===== config.mk =====
export PLATFORM = sky130hd
export DESIGN_NAME = adder_slice_sequencer_flat
export DESIGN_NICKNAME = d
export VERILOG_FILES = /design/src/rtl/adder_slice_sequencer_if.sv /design/src/rtl/adder_slice_sequencer.sv /design/src/flat_wrapper.sv
export SDC_FILE = /design/constraint.sdc
export NUM_CORES = 1
export LEC_CHECK = 0
export CAP_MARGIN = 25
export CORE_ASPECT_RATIO = 1.2
export CORE_MARGIN = 2
export CORE_UTILIZATION = 35
export CTS_CLUSTER_DIAMETER = 30
export CTS_CLUSTER_SIZE = 12
export DETAILED_ROUTE_END_ITERATION = 6
export GPL_TIMING_DRIVEN = 0
export SETUP_SLACK_MARGIN = 0.4
export SYNTH_ARGS = -nofsm -noshare
export SYNTH_HDL_FRONTEND = slang
export SYNTH_SLANG_ARGS = --single-unit

===== constraint.sdc =====
create_clock -name clk -period 2 [get_ports clk]
set_input_delay 0.6 -clock clk [delete_from_list [all_inputs] [get_ports clk]]
set_output_delay 0.6 -clock clk [all_outputs]
set_load 0.05 [all_outputs]

===== src/rtl/adder_slice_sequencer_if.sv =====
// Handshake and adder-slice bus for adder_slice_sequencer.
// slave = sequencer side, master = requester/adder side.
interface adder_slice_sequencer_if #(
    parameter int unsigned WIDTH = 8,
    parameter int unsigned SLICE = 2
);
    logic             start;
    logic [WIDTH-1:0] a;
    logic [WIDTH-1:0] b;
    logic             cin;
    logic             busy;
    logic             done;
    logic [WIDTH-1:0] sum;
    logic             cout;
    logic [SLICE-1:0] add_a;
    logic [SLICE-1:0] add_b;
    logic             add_cin;
    logic [SLICE-1:0] add_sum;
    logic             add_cout;

    modport slave (
        input  start, a, b, cin, add_sum, add_cout,
        output busy, done, sum, cout, add_a, add_b, add_cin
    );

    modport master (
        output start, a, b, cin, add_sum, add_cout,
        input  busy, done, sum, cout, add_a, add_b, add_cin
    );
endinterface


===== src/rtl/adder_slice_sequencer.sv =====
// Multi-cycle WIDTH-bit adder built from one external SLICE-bit adder,
// LSB slice first, carry chained through carry_q.
module adder_slice_sequencer #(
    parameter int unsigned WIDTH = 8,
    parameter int unsigned SLICE = 2
) (
    input  logic                      clk,
    input  logic                      rst_n,
    adder_slice_sequencer_if.slave    bus
);
    localparam int unsigned NSLICE = WIDTH / SLICE;
    localparam int unsigned CW     = (NSLICE > 1) ? $clog2(NSLICE) : 1;

    typedef enum logic [1:0] {IDLE, RUN, DONE} state_t;

    state_t           state_q,   state_d;
    logic [WIDTH-1:0] a_sh_q,    a_sh_d;
    logic [WIDTH-1:0] b_sh_q,    b_sh_d;
    logic [WIDTH-1:0] partial_q, partial_d;
    logic             carry_q,   carry_d;
    logic [CW-1:0]    cnt_q,     cnt_d;
    logic [WIDTH-1:0] sum_q,     sum_d;
    logic             cout_q,    cout_d;

    always_comb begin
        state_d   = state_q;
        a_sh_d    = a_sh_q;
        b_sh_d    = b_sh_q;
        partial_d = partial_q;
        carry_d   = carry_q;
        cnt_d     = cnt_q;
        sum_d     = sum_q;
        cout_d    = cout_q;
        unique case (state_q)
            IDLE, DONE: begin
                if (bus.start) begin
                    a_sh_d  = bus.a;
                    b_sh_d  = bus.b;
                    carry_d = bus.cin;
                    cnt_d   = '0;
                    state_d = RUN;
                end else begin
                    state_d = IDLE;
                end
            end
            RUN: begin
                // New slice enters at the top; after NSLICE steps the result is aligned.
                partial_d                    = partial_q >> SLICE;
                partial_d[WIDTH-1 -: SLICE]  = bus.add_sum;
                a_sh_d  = a_sh_q >> SLICE;
                b_sh_d  = b_sh_q >> SLICE;
                carry_d = bus.add_cout;
                cnt_d   = cnt_q + 1'b1;
                if (cnt_q == CW'(NSLICE - 1)) begin
                    sum_d   = partial_d;
                    cout_d  = bus.add_cout;
                    state_d = DONE;
                end
            end
            default: state_d = IDLE;
        endcase
    end

    always_ff @(posedge clk) begin
        if (!rst_n) begin
            state_q   <= IDLE;
            a_sh_q    <= '0;
            b_sh_q    <= '0;
            partial_q <= '0;
            carry_q   <= 1'b0;
            cnt_q     <= '0;
            sum_q     <= '0;
            cout_q    <= 1'b0;
        end else begin
            state_q   <= state_d;
            a_sh_q    <= a_sh_d;
            b_sh_q    <= b_sh_d;
            partial_q <= partial_d;
            carry_q   <= carry_d;
            cnt_q     <= cnt_d;
            sum_q     <= sum_d;
            cout_q    <= cout_d;
        end
    end

    assign bus.busy    = (state_q == RUN);
    assign bus.done    = (state_q == DONE);
    assign bus.sum     = sum_q;
    assign bus.cout    = cout_q;
    assign bus.add_a   = (state_q == RUN) ? a_sh_q[SLICE-1:0] : '0;
    assign bus.add_b   = (state_q == RUN) ? b_sh_q[SLICE-1:0] : '0;
    assign bus.add_cin = (state_q == RUN) ? carry_q : 1'b0;
endmodule


===== src/flat_wrapper.sv =====
// flat-port wrapper written by rule: the top's interface ports become plain ports
module adder_slice_sequencer_flat 
#(
    parameter int unsigned WIDTH = 8,
    parameter int unsigned SLICE = 2
)
  (clk, rst_n, bus_start, bus_a, bus_b, bus_cin, bus_add_sum, bus_add_cout, bus_busy, bus_done, bus_sum, bus_cout, bus_add_a, bus_add_b, bus_add_cin);
  adder_slice_sequencer_if #(.WIDTH(WIDTH), .SLICE(SLICE)) bus_i ();
  input  logic clk;
  input  logic rst_n;
  input wire logic [$bits(bus_i.start)-1:0] bus_start;
  input wire logic [$bits(bus_i.a)-1:0] bus_a;
  input wire logic [$bits(bus_i.b)-1:0] bus_b;
  input wire logic [$bits(bus_i.cin)-1:0] bus_cin;
  input wire logic [$bits(bus_i.add_sum)-1:0] bus_add_sum;
  input wire logic [$bits(bus_i.add_cout)-1:0] bus_add_cout;
  output wire logic [$bits(bus_i.busy)-1:0] bus_busy;
  output wire logic [$bits(bus_i.done)-1:0] bus_done;
  output wire logic [$bits(bus_i.sum)-1:0] bus_sum;
  output wire logic [$bits(bus_i.cout)-1:0] bus_cout;
  output wire logic [$bits(bus_i.add_a)-1:0] bus_add_a;
  output wire logic [$bits(bus_i.add_b)-1:0] bus_add_b;
  output wire logic [$bits(bus_i.add_cin)-1:0] bus_add_cin;
  assign bus_i.start = bus_start;
  assign bus_i.a = bus_a;
  assign bus_i.b = bus_b;
  assign bus_i.cin = bus_cin;
  assign bus_i.add_sum = bus_add_sum;
  assign bus_i.add_cout = bus_add_cout;
  assign bus_busy = bus_i.busy;
  assign bus_done = bus_i.done;
  assign bus_sum = bus_i.sum;
  assign bus_cout = bus_i.cout;
  assign bus_add_a = bus_i.add_a;
  assign bus_add_b = bus_i.add_b;
  assign bus_add_cin = bus_i.add_cin;
  adder_slice_sequencer #(.WIDTH(WIDTH), .SLICE(SLICE)) u_core (.clk(clk), .rst_n(rst_n), .bus(bus_i));
endmodule

==> impl_metrics.yaml <==
placed_design:
  dp_cells: 274
  io_buffer_count: 38
  gp_congestion: 0.7670
  placed_area_um2: 1964
  dpl_worst_slack_ns: -0.3533
  place_hpwl_um: 2486
cts:
  cts_hold_buf: 0
  cts.path.max_buffers: 2
  cts_buffers: 5
  cts.sinks: 36
  clk_latency_ns: 0.29
  cts_root_buf: "clkbuf_8"
  cts_tree: "yes"
  htreeDepth: 2
  path_clk_slew_ns: 0.07
detailed_routing:
  final_antenna_net_count: 0
  wl_um: 3647
  drtIter0Drc: 53
  via_count: 1381
  firstDrtPassIters: 4
  route.detailed.drc: 0
  viasPerCell: 4.729
  wl_per_cell_um: 12.49
sta:
  skew_ns: 0.003773
  finalSetupViolations: 0
  relSlewSlack: 0.7270
  clock.fmax_ghz: 0.5499
  finalSetupTns_ns: 0
  period_share: 0.9092
  hold_slack_ns: 0.4469
  hold_viol_final: 0
  setup_ws_ns: 0.1816
  worstMarginPinSlew_ns: 0.4095
  rsz0062_at_grt: "yes"
  layout_min_cycle_time_ns: 1.818
  drv_slew: 0
critical_path:
  worstPathRequired_ns: 1.40
  startpoint_type: "register"
  cp_max_fo: 5
  crit_type: "reg -> out"
  cp-end-kind: "primary output"
  arrival_ns: 1.22
final_layout:
  stdcell_count: 292
  final_area_um2: 2161
  n_antenna_cell: 0
  drive_gt1_frac: 0.2331
  fin_util: 0.5189
  final_cell_mix: "nand2_1, dfxtp_1, clkdlybuf4s50_1"
  layout_commonest_cell: "nand2_1"
  fill_cells: 434
  num-nets-final: 259
  area_growth_syn_to_layout_pct: 45.13
flow_run:
  drv_cap: 0
synth:
  synthMuxAreaShare: 0
  synth_top_area_frac: 0.4840
  synth-xor-area-share: 0
  synth_cell_types: 21
  synth-compound-area-share: 0.2076
  yosysWarnings: 0
  yosys.area.top_type: "dfxtp_1"
  ys_seq_area_frac: 0.4840
  synth_top_family_by_area: "simple AND/OR/NAND/NOR gates"
  synth_area_um2: 1489
  synthSimpleGateAreaFrac: 0.2429
  synth_area_leaders: "dfxtp_1, nand2_1, a21boi_1, a31oi_1, nand3_1"
  synth_nets: 204
  syn_avg_cell_area_um2: 8.272
  ys_ff_latch: 36
  synth_cells: 180
  synth-adder-area-share: 0.008403
die:
  io_pins: 39
  num_rows: 26
  fp.coreArea_um2: 4164
  fp.dieH_um: 75.45
  die_x_um: 63.54
  start_util: 0.3576
  die_area_um2: 4794
grt:
  antenna_found_initial: 0
  grt_pass1_wl_um: 6134
  grt_pass1_vias: 1287
  grt.total_usage: 0.1668
  grt_max_degree: 11
  grt.overflow.total: 0
power_and_ir_drop:
  p_seq_frac: 0.489
  p_sw_frac: 0.2535
  pwr-share-clk: 0.331
  p_int_mw: 1.185
  p_total_mw: 1.587
  p_leak_nw: 0.8773
  powerDensity_nw_per_um2: 734.6
  power.switching_mw: 0.4023
  irDropWorstVdd_v: 0.0003671
  pwr-share-comb: 0.179
outcome:
  status: "completed"
hold_path:
  hold_class: "reg -> reg"
flip-flops by register name (all words and copies together), names as in the netlist:
name and flops:
u_core.a_sh_q 8, u_core.b_sh_q 8, u_core.bus.sum 8, u_core.partial_q 6, u_core.cnt_q 2, u_core.state_q 2, u_core.bus.cout 1, u_core.carry_q 1
per-layer routing:
layer  up-vias  GRT usage  routed length (um)
met4         0    0.07246                  68
met5         -          0                   0
met1       629     0.2040                1600
met2        26     0.2854                1845
li1        719          -                   -
met3         7    0.03840                 134
path summary, 6_finish.rpt:
check	start	endpoint	slack, ns	cells after the start
worst max-delay path	u_core.state_q[1]$_SDFFE_PN0P_	bus_add_b[0]	0.18	5
worst min-delay path	u_core.bus.sum[7]$_SDFFE_PN0P_	u_core.bus.sum[7]$_SDFFE_PN0P_	0.45	2
worst max register to register	u_core.state_q[1]$_SDFFE_PN0P_	u_core.b_sh_q[0]$_SDFFE_PN0P_	0.70	5
worst min register to register	u_core.bus.sum[7]$_SDFFE_PN0P_	u_core.bus.sum[7]$_SDFFE_PN0P_	0.45	2
worst max-delay path, stage by stage (launching register included):
cell      delay, ns
dfxtp_2        0.32
nand2b_4       0.15
inv_6          0.07
buf_8          0.10
and2_4         0.14
buf_8          0.14
synth_stat cells:
cell type	instances
o21a_1	1
nand2_1	52
nor2_1	1
buf_6	2
ha_1	1
a21boi_1	17
and2_1	6
nand2b_2	1
a21boi_0	3
o21ai_0	14
nand3b_1	1
and3_1	2
buf_2	5
buf_4	2
a31oi_1	13
nand2b_4	1
nand3_1	14
dfxtp_1	36
inv_2	1
clkbuf_1	5
nor2b_1	2
power by group through the flow:
stage               Sequential, mW  Combinational, mW  Clock, mW
global route                 0.783              0.310      0.579
global placement             0.792              0.239          0
floorplan                    0.787              0.148          0
CTS                          0.777              0.279      0.537
detailed placement           0.793              0.240          0
finish                       0.777              0.285      0.526
what timing repair did:
action | 4_1_cts | 5_1_grt
gates cloned | 1 | 0
pin swaps | 3 | 0
setup buffers | 5 | 4
resized for setup | 94 | 18
setup endpoints to repair | 44 | 24
cell families after synthesis:
family,count (synthesis)
AND/OR/NAND/NOR,80
adder cells (fa/ha/maj),1
flip-flops,36
buffers and inverters,15
AO/OA/AOI/OAI,48
cell type report:
cell class | count | area, um^2 | share of cell area
sequential | 36 | 725.7 | 0.3358
multi-input combinational | 129 | 703.2 | 0.3254
timing repair buffer | 48 | 467.9 | 0.2166
buffer | 14 | 95.09 | 0.04401
clock buffer | 8 | 90.09 | 0.04169
tap | 56 | 70.07 | 0.03243
inverter | 1 | 8.758 | 0.004053
No activity file was read; power rests on OpenSTA's default activity.
